[config.mk]
export PLATFORM = sky130hd
export DESIGN_NAME = seven_seg_bcd_reader_flat
export DESIGN_NICKNAME = d
export VERILOG_FILES = /design/src/rtl/seven_seg_pkg.sv /design/src/rtl/seven_seg_bcd_reader_if.sv /design/src/rtl/seg7_pattern_decoder.sv /design/src/rtl/seven_seg_bcd_reader.sv /design/src/flat_wrapper.sv
export SDC_FILE = /design/constraint.sdc
export NUM_CORES = 1
export LEC_CHECK = 0
export BUFFER_PORTS_ARGS = -buffer_cell sky130_fd_sc_hd__buf_4
export CAP_MARGIN = 10
export CORE_MARGIN = 3
export CORE_UTILIZATION = 25
export DETAILED_ROUTE_END_ITERATION = 12
export HOLD_SLACK_MARGIN = 0.08
export PLACE_DENSITY = 0.49
export SYNTH_ARGS = -nofsm -noshare
export SYNTH_HDL_FRONTEND = slang
export SYNTH_SLANG_ARGS = --single-unit
[constraint.sdc]
create_clock -name clk -period 2.3 [get_ports clk]
set_input_delay 0.115 -clock clk [delete_from_list [all_inputs] [get_ports clk]]
set_output_delay 0.115 -clock clk [all_outputs]
set_load 0.02 [all_outputs]
[src/rtl/seven_seg_pkg.sv]
// Shared seven-segment definitions for the display encoder and the readback path.
// Segment order is {g,f,e,d,c,b,a}, active-high.
package seven_seg_pkg;

    localparam int SEG_W = 7;
    localparam int BCD_W = 4;

    localparam logic [SEG_W-1:0] SEG_0 = 7'h3F;
    localparam logic [SEG_W-1:0] SEG_1 = 7'h06;
    localparam logic [SEG_W-1:0] SEG_2 = 7'h5B;
    localparam logic [SEG_W-1:0] SEG_3 = 7'h4F;
    localparam logic [SEG_W-1:0] SEG_4 = 7'h66;
    localparam logic [SEG_W-1:0] SEG_5 = 7'h6D;
    localparam logic [SEG_W-1:0] SEG_6 = 7'h7D;
    localparam logic [SEG_W-1:0] SEG_7 = 7'h07;
    localparam logic [SEG_W-1:0] SEG_8 = 7'h7F;
    localparam logic [SEG_W-1:0] SEG_9 = 7'h6F;

    localparam logic [BCD_W-1:0] BCD_BAD = 4'hF;

    typedef enum logic {
        S_TRACK,
        S_HOLD
    } state_e;

endpackage

[src/rtl/seven_seg_bcd_reader_if.sv]
// Frame output bus of the seven-segment reader: decoded frame plus valid/ready handshake.
// The master side presents frames; the slave side consumes them.
interface seven_seg_bcd_reader_if #(
    parameter int NUM_DIGITS = 4
) ();
    import seven_seg_pkg::*;

    logic [BCD_W*NUM_DIGITS-1:0] bcd_out;
    logic [NUM_DIGITS-1:0]       dig_err;
    logic                        out_valid;
    logic                        out_ready;
    logic                        overrun;

    modport master (
        output bcd_out,
        output dig_err,
        output out_valid,
        output overrun,
        input  out_ready
    );

    modport slave (
        input  bcd_out,
        input  dig_err,
        input  out_valid,
        input  overrun,
        output out_ready
    );

endinterface

[src/rtl/seg7_pattern_decoder.sv]
// Maps a seven-segment pattern back to its BCD digit; anything that is not a
// legal 0-9 glyph (blank included) returns 4'hF with err set.
module seg7_pattern_decoder
    import seven_seg_pkg::*;
(
    input  logic [SEG_W-1:0] seg,
    output logic [BCD_W-1:0] bcd,
    output logic             err
);

    always_comb begin
        bcd = BCD_BAD;
        err = 1'b0;
        case (seg)
            SEG_0:   bcd = 4'd0;
            SEG_1:   bcd = 4'd1;
            SEG_2:   bcd = 4'd2;
            SEG_3:   bcd = 4'd3;
            SEG_4:   bcd = 4'd4;
            SEG_5:   bcd = 4'd5;
            SEG_6:   bcd = 4'd6;
            SEG_7:   bcd = 4'd7;
            SEG_8:   bcd = 4'd8;
            SEG_9:   bcd = 4'd9;
            default: err = 1'b1;
        endcase
    end

endmodule

[src/rtl/seven_seg_bcd_reader.sv]
// Reads a multiplexed seven-segment bus back into BCD frames after a stability filter.
//   state   | meaning
//   S_TRACK | inputs recently changed, counting identical samples
//   S_HOLD  | current stable window already captured, wait for next change
module seven_seg_bcd_reader
    import seven_seg_pkg::*;
#(
    parameter int NUM_DIGITS    = 4,
    parameter int STABLE_CYCLES = 8
) (
    input  logic                   clk,
    input  logic                   rst_n,
    input  logic [SEG_W-1:0]       seg,
    input  logic [NUM_DIGITS-1:0]  dig_sel,
    seven_seg_bcd_reader_if.master out_if
);

    localparam int FRAME_W = BCD_W * NUM_DIGITS;
    localparam int CNT_W   = $clog2(STABLE_CYCLES);
    localparam logic [CNT_W-1:0] CNT_LAST = CNT_W'(STABLE_CYCLES - 2);

    logic [SEG_W-1:0]      seg_q, seg_d;
    logic [NUM_DIGITS-1:0] sel_q, sel_d;
    state_e                state_q, state_d;
    logic [CNT_W-1:0]      cnt_q, cnt_d;
    logic [FRAME_W-1:0]    slot_bcd_q, slot_bcd_d;
    logic [NUM_DIGITS-1:0] slot_err_q, slot_err_d;
    logic [NUM_DIGITS-1:0] seen_q, seen_d;
    logic [FRAME_W-1:0]    bcd_out_q, bcd_out_d;
    logic [NUM_DIGITS-1:0] dig_err_q, dig_err_d;
    logic                  out_valid_q, out_valid_d;
    logic                  overrun_q, overrun_d;

    logic                  changed;
    logic                  capture;
    logic                  sel_onehot;
    logic                  out_fire;
    logic [BCD_W-1:0]      dec_bcd;
    logic                  dec_err;

    seg7_pattern_decoder u_dec (
        .seg (seg_q),
        .bcd (dec_bcd),
        .err (dec_err)
    );

    // A change is flagged on the edge at which seg_q/sel_q take a new value, so the
    // first stable sample is counted as cnt=0 and capture lands STABLE_CYCLES-1 edges later.
    always_comb begin
        seg_d   = seg;
        sel_d   = dig_sel;
        changed = (seg_d != seg_q) || (sel_d != sel_q);
        state_d = state_q;
        cnt_d   = cnt_q;
        capture = 1'b0;
        if (changed) begin
            state_d = S_TRACK;
            cnt_d   = '0;
        end else if (state_q == S_TRACK) begin
            cnt_d = cnt_q + CNT_W'(1);
            if (cnt_q == CNT_LAST) begin
                capture = 1'b1;
                state_d = S_HOLD;
            end
        end
    end

    always_comb begin
        sel_onehot  = (sel_q != '0) && ((sel_q & (sel_q - NUM_DIGITS'(1))) == '0);
        out_fire    = out_valid_q && out_if.out_ready;
        slot_bcd_d  = slot_bcd_q;
        slot_err_d  = slot_err_q;
        seen_d      = seen_q;
        bcd_out_d   = bcd_out_q;
        dig_err_d   = dig_err_q;
        out_valid_d = out_valid_q && !out_fire;
        overrun_d   = overrun_q;
        if (capture && sel_onehot) begin
            for (int i = 0; i < NUM_DIGITS; i++) begin
                if (sel_q[i]) begin
                    slot_bcd_d[i*BCD_W +: BCD_W] = dec_bcd;
                    slot_err_d[i]                = dec_err;
                end
            end
            seen_d = seen_q | sel_q;
            if (&seen_d) begin
                seen_d = '0;
                if (!out_valid_q || out_fire) begin
                    bcd_out_d   = slot_bcd_d;
                    dig_err_d   = slot_err_d;
                    out_valid_d = 1'b1;
                end else begin
                    overrun_d = 1'b1;
                end
            end
        end
    end

    always_ff @(posedge clk) begin
        if (!rst_n) begin
            seg_q       <= '0;
            sel_q       <= '0;
            state_q     <= S_TRACK;
            cnt_q       <= '0;
            slot_bcd_q  <= '0;
            slot_err_q  <= '0;
            seen_q      <= '0;
            bcd_out_q   <= '0;
            dig_err_q   <= '0;
            out_valid_q <= 1'b0;
            overrun_q   <= 1'b0;
        end else begin
            seg_q       <= seg_d;
            sel_q       <= sel_d;
            state_q     <= state_d;
            cnt_q       <= cnt_d;
            slot_bcd_q  <= slot_bcd_d;
            slot_err_q  <= slot_err_d;
            seen_q      <= seen_d;
            bcd_out_q   <= bcd_out_d;
            dig_err_q   <= dig_err_d;
            out_valid_q <= out_valid_d;
            overrun_q   <= overrun_d;
        end
    end

    assign out_if.bcd_out   = bcd_out_q;
    assign out_if.dig_err   = dig_err_q;
    assign out_if.out_valid = out_valid_q;
    assign out_if.overrun   = overrun_q;

endmodule

[src/flat_wrapper.sv]
// flat-port wrapper written by rule: the top's interface ports become plain ports
module seven_seg_bcd_reader_flat import seven_seg_pkg::*;
#(
    parameter int NUM_DIGITS    = 4,
    parameter int STABLE_CYCLES = 8
)
  (clk, rst_n, seg, dig_sel, out_if_bcd_out, out_if_dig_err, out_if_out_valid, out_if_overrun, out_if_out_ready);
  seven_seg_bcd_reader_if #(.NUM_DIGITS(NUM_DIGITS)) out_if_i ();
  input  logic clk;
  input  logic rst_n;
  input  logic [SEG_W-1:0] seg;
  input  logic [NUM_DIGITS-1:0] dig_sel;
  output wire logic [$bits(out_if_i.bcd_out)-1:0] out_if_bcd_out;
  output wire logic [$bits(out_if_i.dig_err)-1:0] out_if_dig_err;
  output wire logic [$bits(out_if_i.out_valid)-1:0] out_if_out_valid;
  output wire logic [$bits(out_if_i.overrun)-1:0] out_if_overrun;
  input wire logic [$bits(out_if_i.out_ready)-1:0] out_if_out_ready;
  assign out_if_bcd_out = out_if_i.bcd_out;
  assign out_if_dig_err = out_if_i.dig_err;
  assign out_if_out_valid = out_if_i.out_valid;
  assign out_if_overrun = out_if_i.overrun;
  assign out_if_i.out_ready = out_if_out_ready;
  seven_seg_bcd_reader #(.NUM_DIGITS(NUM_DIGITS), .STABLE_CYCLES(STABLE_CYCLES)) u_core (.clk(clk), .rst_n(rst_n), .seg(seg), .dig_sel(dig_sel), .out_if(out_if_i));
endmodule
# Word-level counts from Yosys, hierarchy flattened
# Index checks and enable logic that the tools add are counted.
# W data, S select, Z words.
# totals
register_bits,61
in_bits,14
out_inout_bits,22
elab_cells,63
# classes
addsub,2
eq_ne,13
n_mux,18
bitwise_logic,4
reduce_logical,15
# ops
operator,count
$eq A7 B7 Y1 const B,7
$pmux W4 S10,1
$mux W4,5
$eq A7 B3 Y1 const B,2
$mux W1,12
$reduce_and A6 Y1,2
$reduce_or A10 Y1,1
$eq A7 B6 Y1 const B,1
$ne A7 B7 Y1,1
$and A4 B4 Y4,1
$logic_and A1 B1 Y1,4
$logic_not A4 Y1,1
$ne A4 B4 Y1,1
$or A4 B4 Y4,1
$reduce_and A4 Y1,1
$reduce_bool A4 Y1,1
$sub A4 B1 Y4 const B,1
$add A3 B1 Y3 const B,1
$eq A3 B3 Y1 const B,1
$logic_not A1 Y1,2
$logic_or A1 B1 Y1,2
$not A1 Y1,2
$reduce_or A2 Y1,1

# Depth between registers and ports, before layout
# logic_depth
ltp_word,6
ltp_mapped,8
mapped_depth_nobuf,7

# By module
# Synthesis repeated with hierarchy kept, for this count alone.
# hier_totals
cells_unflattened,306
area_unflattened_um2,2864.0
# by_module_without_submodules
mod,instances,cells_per_inst,area_per_inst_um2,seq_area_each_um2
seven_seg_bcd_reader,1,275,2650.0,1221.2
seg7_pattern_decoder,1,31,214.0,0.0

# Least setup slack after synthesis
# OpenSTA, ideal clock, no wires.
# synth_path
path_type,register -> register
start,register u_core.sel_q[1]
end,"register u_core.dig_err_q[0], in the netlist u_core.out_if.dig_err[0]"
setup_time_ps,128
arrival_time_ps,1665
required_time_ps,2172
slack_ps,507
stages_incl_launch_ff,8
path_buffers,2
period_less_slack_ps,1793
cell_sequence,dfxtp_1 buf_4 xnor2_2 nand4_1 a2111o_1 buf_6 o211ai_1 o41ai_2
# synth_between
elab_chain_len,6
elab_cells_between_ends,11
cone_classes,1 x add/sub; 1 x eq/ne; 1 x mux; 2 x bitwise; 6 x reduce/logical
# synth_lines
element,line_no,source
"start, declared",seven_seg_bcd_reader.sv:23,"logic [NUM_DIGITS-1:0] sel_q, sel_d;"
"start signal, assigned",seven_seg_bcd_reader.sv:114,sel_q <= sel_d;
$sub A4 B1 Y4,seven_seg_bcd_reader.sv:69,sel_onehot = (sel_q != '0) && ((sel_q & (sel_q - NUM_DIGITS'(1))) == '0);
$and A4 B4 Y4,seven_seg_bcd_reader.sv:69,
$logic_not A4 Y1,seven_seg_bcd_reader.sv:69,
$logic_and A1 B1 Y1,seven_seg_bcd_reader.sv:69,
$logic_and A1 B1 Y1,seven_seg_bcd_reader.sv:78,if (capture && sel_onehot) begin
$reduce_and A6 Y1 (no source line) (*),--,
"end signal, assigned",seven_seg_bcd_reader.sv:121,dig_err_q <= dig_err_d;
"end, declared",seven_seg_bcd_reader.sv:30,"logic [NUM_DIGITS-1:0] dig_err_q, dig_err_d;"
# Every way passes the cells marked *; elsewhere a longest branch is shown, timed or not.
# A chain may end at the register's enable or synchronous reset.

# Worst setup path after layout
# layout_path
start,register u_core.sel_q[3]
end,"register u_core.dig_err_q[2], in the netlist u_core.out_if.dig_err[2]"
# The elaborated chain is that of the path after synthesis.

==> metrics.yaml <==
place:
  dpl_cell_area_um2: 3400
  finalWeightedCongestion: 0.804
  hpwl_mm: 5.80
  portBuffers: 35
routing:
  route.detailed.drc: 0
  wire_per_inst_um: 15.7
  totalWireLength_mm: 8.24
  vias_per_cell: 4.94
  drt_pre_antenna_iters: 4
  detailroute.via_count: 2591
  antenna_left: 0
  dr.first_iter.drc_count: 112
critical_path:
  worstPathArrival_ps: 2370
  reg2reg_slack_ps: 150
  cp-start-kind: "flip-flop"
  slowest_stage: "dfxtp_1"
  crit_type: "flip-flop to flip-flop"
  endpoint_kind: "flip-flop"
  startpoint: "u_core.sel_q[3]$_SDFF_PN0_"
  crit_chain: "xnor2_2 -> nand4_1 -> a2111o_1 -> buf_4 -> o41ai_1"
  worst-path-buf-inv: 1
  reg2reg_from: "u_core.sel_q[3]$_SDFF_PN0_"
  critPathMaxStageDelay_ps: 560
  cp.required_ps: 2520
  critPathTopFamily: "compound AO/OA/AOI/OAI gates"
  path_max_fanout: 20
synthesis:
  ys_warn_count: 0
  synth_top_area_cell: "dfxtp_1"
  synth_xor_area_frac: 0.0513
  muxShareOfSynthArea: 0.0437
  synth_commonest_cells: "dfxtp_1, nand2_1, nor2_1"
  yosysSeqAreaShare: 0.410
  synthFlopType: "dfxtp_1"
  yosys-top-cells-area: "dfxtp_1, mux2i_1, o211ai_1, nand2_1, o2bb2ai_1"
  synth_top_family_by_area: "compound AO/OA/AOI/OAI gates"
  synth_fa_ha_area_frac: 0.00841
  synth-compound-area-share: 0.229
  synth-seq-cells: 61
  synth_nets: 347
  synth_simple_gate_area_frac: 0.199
  synthesis.area_um2: 2980
  netlist_instances: 331
  avgSynthCellArea_um2: 8.99
  async_flop_share: 0
  synth-edff-count: 0
  synth_top_cell_area_share: 0.410
  yosysMostFrequentCell: "dfxtp_1"
  yosysUniqueCellTypes: 54
finish:
  syn2layout_area_growth_pct: 28.5
  multi_input_comb_area_um2: 1590
  fill_cells: 1188
  layout.area.seq_um2: 1220
  drive_above_1_share: 0.220
  layout.nets: 392
  design_area_um2: 3820
  diodes: 0
global_route:
  grt_use_total: 0.130
  grt_first_pass_wirelength_mm: 13.4
  grt_pass1_vias: 2549
  antenna_found_initial: 0
  grt-ovfl-total: 0
  grt_max_degree: 49
floorplanning:
  die-area_um2: 13200
  fp.dieH_um: 115
  ios: 36
  core_um2: 11500
  die_width_um: 115
  start_util: 0.258
  row_count: 39
sta:
  max_freq_mhz: 464
  period_needed_ps: 2150
  finalSetupTns_ps: 0
  worst_pin_slew_ps: 740
  fin_crit_sh: 0.936
  hold_viol: 0
  slew_headroom: 0.505
  slew_viol_final: 0
  setup_viol: 0
  clock_skew_ps: 9.64
clocking:
  clk_latency_ps: 330
  clockBufferDepth: 2
  post_cts_buffers: 0
  clock_sinks: 61
  path_clk_slew_ps: 60
  clock-root-buffer: "clkbuf_16"
  htree_levels: 3
  numCtsBuffers: 9
  cts_tree: "built"
power_and_ir_drop:
  ir_drop_mv: 0.333
  powerDensity_nw_per_um2: 707
  leakage_nw: 1.47
  p_total_mw: 2.70
worst_hold_path:
  worstHoldStart: "out_if_out_ready"
  hp-class: "primary input to flip-flop"
status:
  status: "complete, no violations"
job:
  drv_cap: 0
## placed cells by master, fill, tap and decap left out, types with 6 or more instances in the layout
| master | netlist | final |
|---|---|---|
| inv_1 | 9 | 9 |
| nand2_1 | 30 | 30 |
| nor2_1 | 26 | 26 |
| o211ai_1 | 16 | 16 |
| nand4_1 | 6 | 6 |
| clkbuf_16 | 0 | 9 |
| dfxtp_1 | 61 | 60 |
| xnor2_1 | 8 | 8 |
| o22ai_1 | 9 | 9 |
| a21oi_1 | 12 | 12 |
| nand3_1 | 13 | 13 |
| dlygate4sd3_1 | 0 | 11 |
| o2bb2ai_1 | 12 | 12 |
| buf_4 | 3 | 51 |
| mux2i_1 | 13 | 13 |
| o21ai_1 | 13 | 13 |
| and2_1 | 13 | 13 |
## final timing paths
path / to / cells past startpoint
max: u_core.out_if.dig_err[2]$_SDFFE_PN0P_ / 5
min: u_core.out_if.out_valid$_SDFF_PN0_ / 3
max reg2reg: u_core.out_if.dig_err[2]$_SDFFE_PN0P_ / 5
min reg2reg: u_core.slot_bcd_q[13]$_SDFFE_PN0N_ / 2
## layout make-up
type,count,area share
Sequential cell,61,0.320
Timing Repair Buffer,62,0.129
Tap cell,143,0.0468
Clock inverter,6,0.0180
Multi-Input combinational cell,233,0.415
Clock buffer,10,0.0625
Inverter,9,0.00884
## per-stage QoR
step                      utilization  hold slack (ps)  worst slack (ps)  cells
after floorplan                     -              237               507    331
after global placement          0.295              338               238    497
after detailed placement        0.295              340               138    497
after CTS                       0.331              144               117    524
after global routing            0.332              193             -18.0    524
final                           0.332              156               147    524
## flip-flops by register name (all words and copies together), names as in the netlist
register and cells:
u_core.slot_bcd_q 16, u_core.cnt_q 3, u_core.seg_q 7, u_core.out_if.overrun 1, u_core.sel_q 4, u_core.out_if.out_valid 1
u_core.out_if.bcd_out 16, u_core.seen_q 4, u_core.out_if.dig_err 4, u_core.slot_err_q 4, u_core.state_q 1
## where the power goes
part,internal [mW],total (mW),leakage [nW],switching [mW]
clock,0.875,1.40,0.149,0.524
sequential,1.07,1.10,0.494,0.0277
combinational,0.0911,0.207,0.830,0.116
total,2.03,2.70,1.47,0.668
## tightest hold or removal path, delay by kind of cell
kind / cells / cell delay (ps)
AND/OR/NAND/NOR: 1 / 160
AO/OA/AOI/OAI: 1 / 80
buffers and inverters: 1 / 80
## per-layer routing
layer | wire (um) | up-vias | global-route usage
met5 | 0 | - | 0
met4 | 138 | 0 | 0.0603
met3 | 383 | 9 | 0.0268
met2 | 3920 | 53 | 0.202
met1 | 3790 | 1230 | 0.173
li1 | - | 1299 | -
## cell families after synthesis
family,Yosys count
flip-flops,61
multiplexers,13
XOR/XNOR,14
adder cells (fa/ha/maj),2
AND/OR/NAND/NOR,114
AO/OA/AOI/OAI,90
buffers and inverters,37
## timing repair
action | 4_1_cts | 5_1_grt
endpoints found under the hold margin | 11 | 0
gates resized for setup | 0 | 2
hold buffers | 11 | 0
endpoints found under the setup margin | 0 | 4
Power figures use the tool's default switching activity.
